`src/rtl/clfsr_decrypt.sv`:
```
// Streaming chaotic-LFSR image decryptor: regenerates the keystream from a seed
// and XORs it onto incoming R/G/B pixels through a one-entry output register.
module clfsr_decrypt #(
  parameter int unsigned NUM_PIXELS   = 65536,
  parameter logic [31:0] TAPS         = 32'h80200003,
  parameter logic [31:0] DEFAULT_SEED = 32'hACE1ACE1,
  parameter int unsigned WARMUP       = 16
) (
  input  logic                            clk,
  input  logic                            rst,
  input  logic                            start,
  input  logic [31:0]                     seed,
  input  logic                            in_valid,
  output logic                            in_ready,
  input  logic [7:0]                      in_r,
  input  logic [7:0]                      in_g,
  input  logic [7:0]                      in_b,
  output logic                            out_valid,
  input  logic                            out_ready,
  output logic [7:0]                      out_r,
  output logic [7:0]                      out_g,
  output logic [7:0]                      out_b,
  output logic                            busy,
  output logic                            done,
  output logic [$clog2(NUM_PIXELS+1)-1:0] pix_count
);

  localparam int unsigned CW = $clog2(NUM_PIXELS + 1);
  localparam int unsigned WW = (WARMUP > 1) ? $clog2(WARMUP) : 1;
  localparam logic [CW-1:0] PIX_LAST  = CW'(NUM_PIXELS - 1);
  localparam logic [WW-1:0] WARM_LAST = (WARMUP > 0) ? WW'(WARMUP - 1) : '0;

  typedef enum logic [2:0] {
    S_IDLE, S_LOAD, S_WARM, S_RUN, S_DRAIN, S_DONE
  } state_t;

  state_t      r_state;
  state_t      w_state_nxt;
  logic [31:0] r_lfsr;
  logic [WW-1:0] r_warm;
  logic [CW-1:0] r_pix;
  logic        r_out_valid;
  logic [7:0]  r_out_r;
  logic [7:0]  r_out_g;
  logic [7:0]  r_out_b;

  logic [31:0] w_lfsr_step;
  logic        w_start_ok;
  logic        w_accept;
  logic        w_out_drain;

  assign w_lfsr_step = r_lfsr[0] ? ((r_lfsr >> 1) ^ TAPS) : (r_lfsr >> 1);
  assign w_start_ok  = start && ((r_state == S_IDLE) || (r_state == S_DONE));
  assign in_ready    = (r_state == S_RUN) && (!r_out_valid || out_ready);
  assign w_accept    = in_valid && in_ready;
  assign w_out_drain = r_out_valid && out_ready;

  assign out_valid = r_out_valid;
  assign out_r     = r_out_r;
  assign out_g     = r_out_g;
  assign out_b     = r_out_b;
  assign pix_count = r_pix;

  always_comb begin
    w_state_nxt = r_state;
    busy        = 1'b0;
    done        = 1'b0;
    unique case (r_state)
      S_IDLE:  if (start) w_state_nxt = S_LOAD;
      S_LOAD: begin
        busy        = 1'b1;
        w_state_nxt = (WARMUP > 0) ? S_WARM : S_RUN;
      end
      S_WARM: begin
        busy = 1'b1;
        if (r_warm == WARM_LAST) w_state_nxt = S_RUN;
      end
      S_RUN: begin
        busy = 1'b1;
        if (w_accept && (r_pix == PIX_LAST)) w_state_nxt = S_DRAIN;
      end
      S_DRAIN: begin
        busy = 1'b1;
        if (!r_out_valid || out_ready) w_state_nxt = S_DONE;
      end
      S_DONE: begin
        done = 1'b1;
        if (start) w_state_nxt = S_LOAD;
      end
      default: w_state_nxt = S_IDLE;
    endcase
  end

  always_ff @(posedge clk or negedge rst) begin
    if (!rst) r_state <= S_IDLE;
    else      r_state <= w_state_nxt;
  end

  always_ff @(posedge clk or negedge rst) begin
    if (!rst) begin
      r_lfsr      <= '0;
      r_warm      <= '0;
      r_pix       <= '0;
      r_out_valid <= 1'b0;
      r_out_r     <= '0;
      r_out_g     <= '0;
      r_out_b     <= '0;
    end else begin
      // Keystream advances only during warm-up and on accepted pixels.
      if (w_start_ok)
        r_lfsr <= (seed == '0) ? DEFAULT_SEED : seed;
      else if ((r_state == S_WARM) || w_accept)
        r_lfsr <= w_lfsr_step;

      if (r_state == S_LOAD)      r_warm <= '0;
      else if (r_state == S_WARM) r_warm <= r_warm + 1'b1;

      if (w_start_ok)    r_pix <= '0;
      else if (w_accept) r_pix <= r_pix + 1'b1;

      // An accept that coincides with a drain reloads the register in place.
      if (w_accept) begin
        r_out_r     <= in_r ^ r_lfsr[7:0];
        r_out_g     <= in_g ^ r_lfsr[15:8];
        r_out_b     <= in_b ^ r_lfsr[23:16];
        r_out_valid <= 1'b1;
      end else if (w_out_drain) begin
        r_out_valid <= 1'b0;
      end
    end
  end

endmodule

```
`config.mk`:
```
export PLATFORM = sky130hd
export DESIGN_NAME = clfsr_decrypt
export DESIGN_NICKNAME = d
export VERILOG_FILES = /design/src/rtl/clfsr_decrypt.sv
export SDC_FILE = /design/constraint.sdc
export NUM_CORES = 1
export LEC_CHECK = 0
export CORE_UTILIZATION = 44
export DETAILED_ROUTE_END_ITERATION = 6
export GPL_TIMING_DRIVEN = 0
export PLACE_DENSITY = 0.8
export SYNTH_ARGS = -nofsm -noshare
export SYNTH_HDL_FRONTEND = slang
export SYNTH_SLANG_ARGS = --single-unit
```
`constraint.sdc`:
```
create_clock -name clk -period 1.7 [get_ports clk]
set_clock_uncertainty 0.15 [all_clocks]
set_input_delay 0.17 -clock clk [delete_from_list [all_inputs] [get_ports clk]]
set_output_delay 0.17 -clock clk [all_outputs]
set_load 0.01 [all_outputs]
```
**Word-level counts from Yosys, hierarchy flattened**

Cells that the tools add are included.
W data, S select, Z words.

- Flip-flop bits (word level): 81
- Bits of input ports: 61
- Output and inout bits: 45

- Eq/ne operators: 11
- Add/sub/neg operators: 2
- Reduce and logical (&&, ||, !) cells: 18
- Bitwise operators: 4
- Multiplexer cells: 17

Operator list:

| cell | number |
|---|---|
| $mux W32 | 4 |
| $mux W17 | 2 |
| $logic_not A32 Y1 | 1 |
| $xor A8 B8 Y8 | 3 |
| $add A17 B1 Y17 const B | 1 |
| $eq A17 B16 Y1 const B | 1 |
| $pmux W3 S5 | 1 |
| $mux W3 | 4 |
| $mux W4 | 2 |
| $reduce_bool A2 Y1 | 4 |
| $eq A3 B2 Y1 const B | 2 |
| $eq A3 B3 Y1 const B | 2 |
| $logic_and A1 B1 Y1 | 5 |
| $add A4 B1 Y4 const B | 1 |
| $eq A4 B4 Y1 const B | 1 |
| $mux W1 | 4 |
| $ne A2 B1 Y1 const B | 2 |
| $ne A2 B2 Y1 const B | 2 |
| $not A3 Y4 | 1 |
| $reduce_and A4 Y1 | 1 |
| $reduce_or A4 Y1 | 1 |
| $eq A3 B1 Y1 const B | 1 |
| $logic_not A3 Y1 | 1 |
| $logic_or A1 B1 Y1 | 3 |
| other kinds (2) | 2 |

**Longest topological paths before layout**

- Depth after elaboration: 7
- Mapped depth: 8
- Depth with buffers taken out: 8

**Worst setup path before layout**

No wires, ideal clock.

- Kind: register to register
- From: reg r_pix[6], in the netlist pix_count[6]
- To: reg r_pix[15], in the netlist pix_count[15]
- Data required time: 1.472 ns
- Path buffers: 0
- Path slack: -0.291 ns
- Arrival: 1.763 ns
- Clock period less this slack: 1.991 ns
- Cell stages (with the launch flop): 5
- Cell sequence: dfrtp_1 nand4_2 or4_4 or4_1 a21oi_1

- Longest elaborated chain between the ends: 3

Ends and longest elaborated chain:

| what | RTL line | RTL |
|---|---|---|
| start, declared | 41 | `logic [CW-1:0] r_pix;` |
| start signal, assigned | 119 | `else if (w_accept) r_pix <= r_pix + 1'b1;` |
| $add A17 B1 Y17 | 119 |  |
| $mux W17 | 119 |  |
| $mux W17 | 118 | `if (w_start_ok) r_pix <= '0;` |

Every way passes these cells. The select of a mux whose other input is x is not followed.
A chain may end at the register's enable or synchronous reset.

**Worst setup path in the final report**

- From: reg r_state[1]
- To: reg r_pix[4], in the netlist pix_count[4]

- Longest elaborated chain between the ends: 4
- Elaborated cells on any way between the ends: 9
- Those cells by class: eq/ne (2); mux (1); reduce/logical (6)

Ends and longest elaborated chain:

| what | RTL line | RTL |
|---|---|---|
| start, declared | 37 | `state_t r_state;` |
| start signal, assigned | 96 | `else r_state <= w_state_nxt;` |
| $eq A3 B3 Y1 (tied with other cells) | 53 | `assign w_start_ok = start && ((r_state == S_IDLE) \|\| (r_state == S_DONE));` |
| $logic_or A1 B1 Y1 or $logic_and A1 B1 Y1 (tied branches) | 53, 54 |  |
| $logic_and A1 B1 Y1 (on tied branches) | 53, 55 |  |
| $mux W17 or $reduce_bool A2 Y1 (tied branches) | n/a |  |

Parallel ways exist; a longest one is shown, timed or not.

==> run_results.csv <==
group,metric,value,unit
timing,rsz0062_at_grt,"yes",
setup_path,critPathMaxStageDelay,0.38,ns
placed_design,placed_area,0.005279,mm2
synth,synth_cell_types,37,
setup_path,critPathKind,"flop to flop",
synth,yosysSeqAreaShare,50.12,%
timing,maxSlewViolCount,0,
cts,clockBufferDepth,2,
drt,drt_wl_total,15450,um
setup_path,crit_chain,"buf_6 > and3b_2 > buf_4 > nand3_4 > clkbuf_16 > o21ai_0 > a21oi_2",
synth,syn_nets,479,
synth,synth_edf_count,0,
cts,htreeDepth,3,
setup_path,crit_buf_inv,3,
global_routing,antenna_found_initial,0,
setup_path,end_kind,"flop",
cells_and_area,nNetsFinal,652,
cts,worstSkewPairLatency,0.36,ns
run_status,failed_checks,"design-rule violations, negative setup slack",
timing,finalSetupViolCount,66,
setup_path,crit_family,"compound AO/OA/AOI/OAI gates",
drt,drt_iter0_markers,269,
drt,routedWlPerCell,22.04,um
drt,viasPerCell,6.050,
synth,yosysTopAreaCellShare,50.12,%
placed_design,dp.cells,629,
global_routing,overflow,0,
die,die-area,0.009578,mm2
cts,cts_sinks,81,
min_path,hold_class,"primary input to async pin",
cts,cts_buffers,9,
setup_path,cp.arrival,2.03,ns
synth,yosys_register_bits,81,
synth,netlist_top_cells_count,"81 x dfrtp_1, 56 x nand2_1, 52 x o21ai_0, 34 x mux2i_1, 27 x xnor2_1",
placed_design,portBuffers,105,
cts,cts.clk_slew.worst_paths,0.10,ns
timing,worst_slack,-0.2468,ns
die,fp.coreArea,0.008806,mm2
synth,syn_area,0.004044,mm2
power_and_ir_drop,leakage,3.018,nW
synth,yosysWarnings,0,
die,initial_core_util,45.92,%
drt,drc,7,
synth,ys_async_sr_fraction,100.0,%
synth,yosys-top-cells-area,"dfrtp_1 50%, mux2i_1 8.4%, o21ai_0 6.4%",
power_and_ir_drop,ir_worst_vdd,435.2,uV
setup_path,cp-start-kind,"flop",
setup_path,critPathMaxFanout,9,
cells_and_area,final_area,0.006714,mm2
global_routing,top_usage_layer,"met2",
run_status,outcome,"finished, violations left",
global_routing,met3_usage,2.720,%
synth,syn_inst,415,
run,drv_cap,0,
cells_and_area,utilization,76.24,%
synth,postSynthAreaPerCell,9.744,um2
timing,fmax,513.7,MHz
global_routing,grt_start_max_net_pins,69,
timing,tightest_slew,0.4392,ns
synth,synth_top_cell_by_area,"dfrtp_1",
die,floorplan.rows,34,
global_routing,grt_usage,25.26,%
drt,dr.pass1.iters,7,
global_routing,grt_pass1_wl,19060,um
cells_and_area,final_cells,701,
global_routing,use_met1,33.16,%
cells_and_area,drive_gt1_share,34.06,%
cells_and_area,antenna_cells_inserted,0,
timing,hold_viol_final,0,
synth,synth.most_common_cell,"dfrtp_1",
setup_path,slowest_stage,"o21ai_0",
die,boundaryPins,106,
global_routing,met2_usage,43.45,%
drt,ant_nets,0,
synth,ys.flop_type,"dfrtp_1",
die,fp.dieH,97.87,um
global_routing,grt_pass1_vias,3828,
die,die_w,97.87,um
timing,slew_headroom,70.41,%
cts,cts_tree,"done",
timing,fin_crit_sh,114.5,%
cells_and_area,syn_to_final_growth,66.03,%
setup_path,required,1.78,ns
placed_design,dpl.hpwl,8298,um
timing,min_period,1.947,ns
cts,cts-root-buf,"clkbuf_8",
drt,num_vias,4241,
power_and_ir_drop,power_density,722.3,mW/mm2
placed_design,place.gp.congestion,0.8355,
==> final cells by class <==
type | count | area, um2
inverter | 5 | 21.27
tap | 108 | 135.1
clock inverter | 6 | 50.05
sequential | 81 | 2039
buffer | 24 | 295.3
timing repair buffer | 164 | 1670
clock buffer | 10 | 137.6
multi-input combinational | 303 | 2365
fill | 528 | 2092
==> final timing paths <==
check                      cells past startpoint        from  slack (ns)            to
max                                            7  r_state[1]       -0.25  pix_count[4]
min                                            2         rst        0.05      out_b[4]
max reg2reg                                    7  r_state[1]       -0.25  pix_count[4]
min reg2reg                                    2    out_g[3]        0.33      out_g[3]
max in group asynchronous                      3         rst        0.73  pix_count[6]
min in group clk                               3    seed[24]        0.26    r_lfsr[24]
==> cell usage in the layout (no fill, tap or decap), types with 3 or more instances in the layout <==
cell | netlist | routed
nand2b_1 | 4 | 4
clkdlybuf4s50_1 | 0 | 91
a22oi_2 | 0 | 12
buf_12 | 0 | 3
buf_4 | 0 | 44
dlygate4sd2_1 | 0 | 5
nor2_1 | 23 | 5
nor4_2 | 0 | 5
and3_1 | 5 | 3
o21ai_2 | 0 | 6
o31ai_1 | 8 | 5
or4_4 | 1 | 3
nor2_4 | 0 | 14
mux2i_1 | 34 | 32
xor2_1 | 4 | 4
dlymetal6s2s_1 | 0 | 5
a22oi_1 | 17 | 5
nand3_1 | 12 | 7
buf_8 | 0 | 11
inv_1 | 5 | 3
clkbuf_16 | 0 | 6
buf_6 | 0 | 14
nand4_1 | 6 | 6
a21oi_2 | 0 | 6
nand2_1 | 56 | 45
dfrtp_2 | 0 | 10
xnor2_1 | 27 | 26
o21ai_1 | 0 | 15
clkbuf_8 | 0 | 11
nand3_2 | 1 | 4
a21oi_1 | 14 | 8
nor2_2 | 0 | 4
or3_4 | 0 | 3
o21ai_0 | 52 | 31
nand2_2 | 0 | 10
or4_1 | 6 | 4
dfrtp_1 | 81 | 71
nor4_1 | 10 | 4
==> metrics by stage <==
stage	worst slack [ns]	hold WS, ns	TNS, ns	total power [mW]
final	-0.2468	0.05219	-8.411	4.849
after global routing	-0.2802	0.08331	-12.12	5.024
after CTS	-0.1459	0.07333	-2.142	4.549
after detailed placement	-0.7505	-0.1087	-41.65	3.179
after global placement	-2.845	0.3110	-245.24	3.143
after floorplan	-0.1103	-0.2756	-0.3182	2.568
==> metal layers <==
metal,up-vias,part of all wire (%)
li1,1836,-
met1,2078,39
met2,259,50
met3,68,6.8
met4,0,4.8
met5,-,0
==> state kept, by name, summed over array words and instances (netlist names) <==
name       count
out_valid      1
r_lfsr        32
out_b          8
out_g          8
pix_count     17
out_r          8
r_warm         4
r_state        3
==> cells by family after synthesis <==
group	share of synthesized area [%]
buf+inv	3.032
xor+xnor	6.714
compound gates	13.61
mux	8.416
simple gates	17.17
flops	50.12
fa+ha+maj	0.9283
==> report_power, final <==
part	leakage [nW]	switching (mW)	internal, mW	total (mW)
Combinational	1.87	0.541	0.662	1.20
Clock	0.0895	0.812	0.588	1.40
Sequential	1.06	0.166	2.08	2.25
Total	3.02	1.52	3.33	4.85
==> timing repair <==
| action | in CTS | in global routing |
|---|---|---|
| cloned | 0 | 6 |
| resized for setup | 82 | 176 |
| pin swaps | 16 | 26 |
| hold endpoints to repair | 81 | 0 |
| hold buffers | 1 | 0 |
| setup endpoints to repair | 81 | 86 |
| setup buffers | 23 | 29 |
Note: power is estimated with default switching activity, not from simulation.
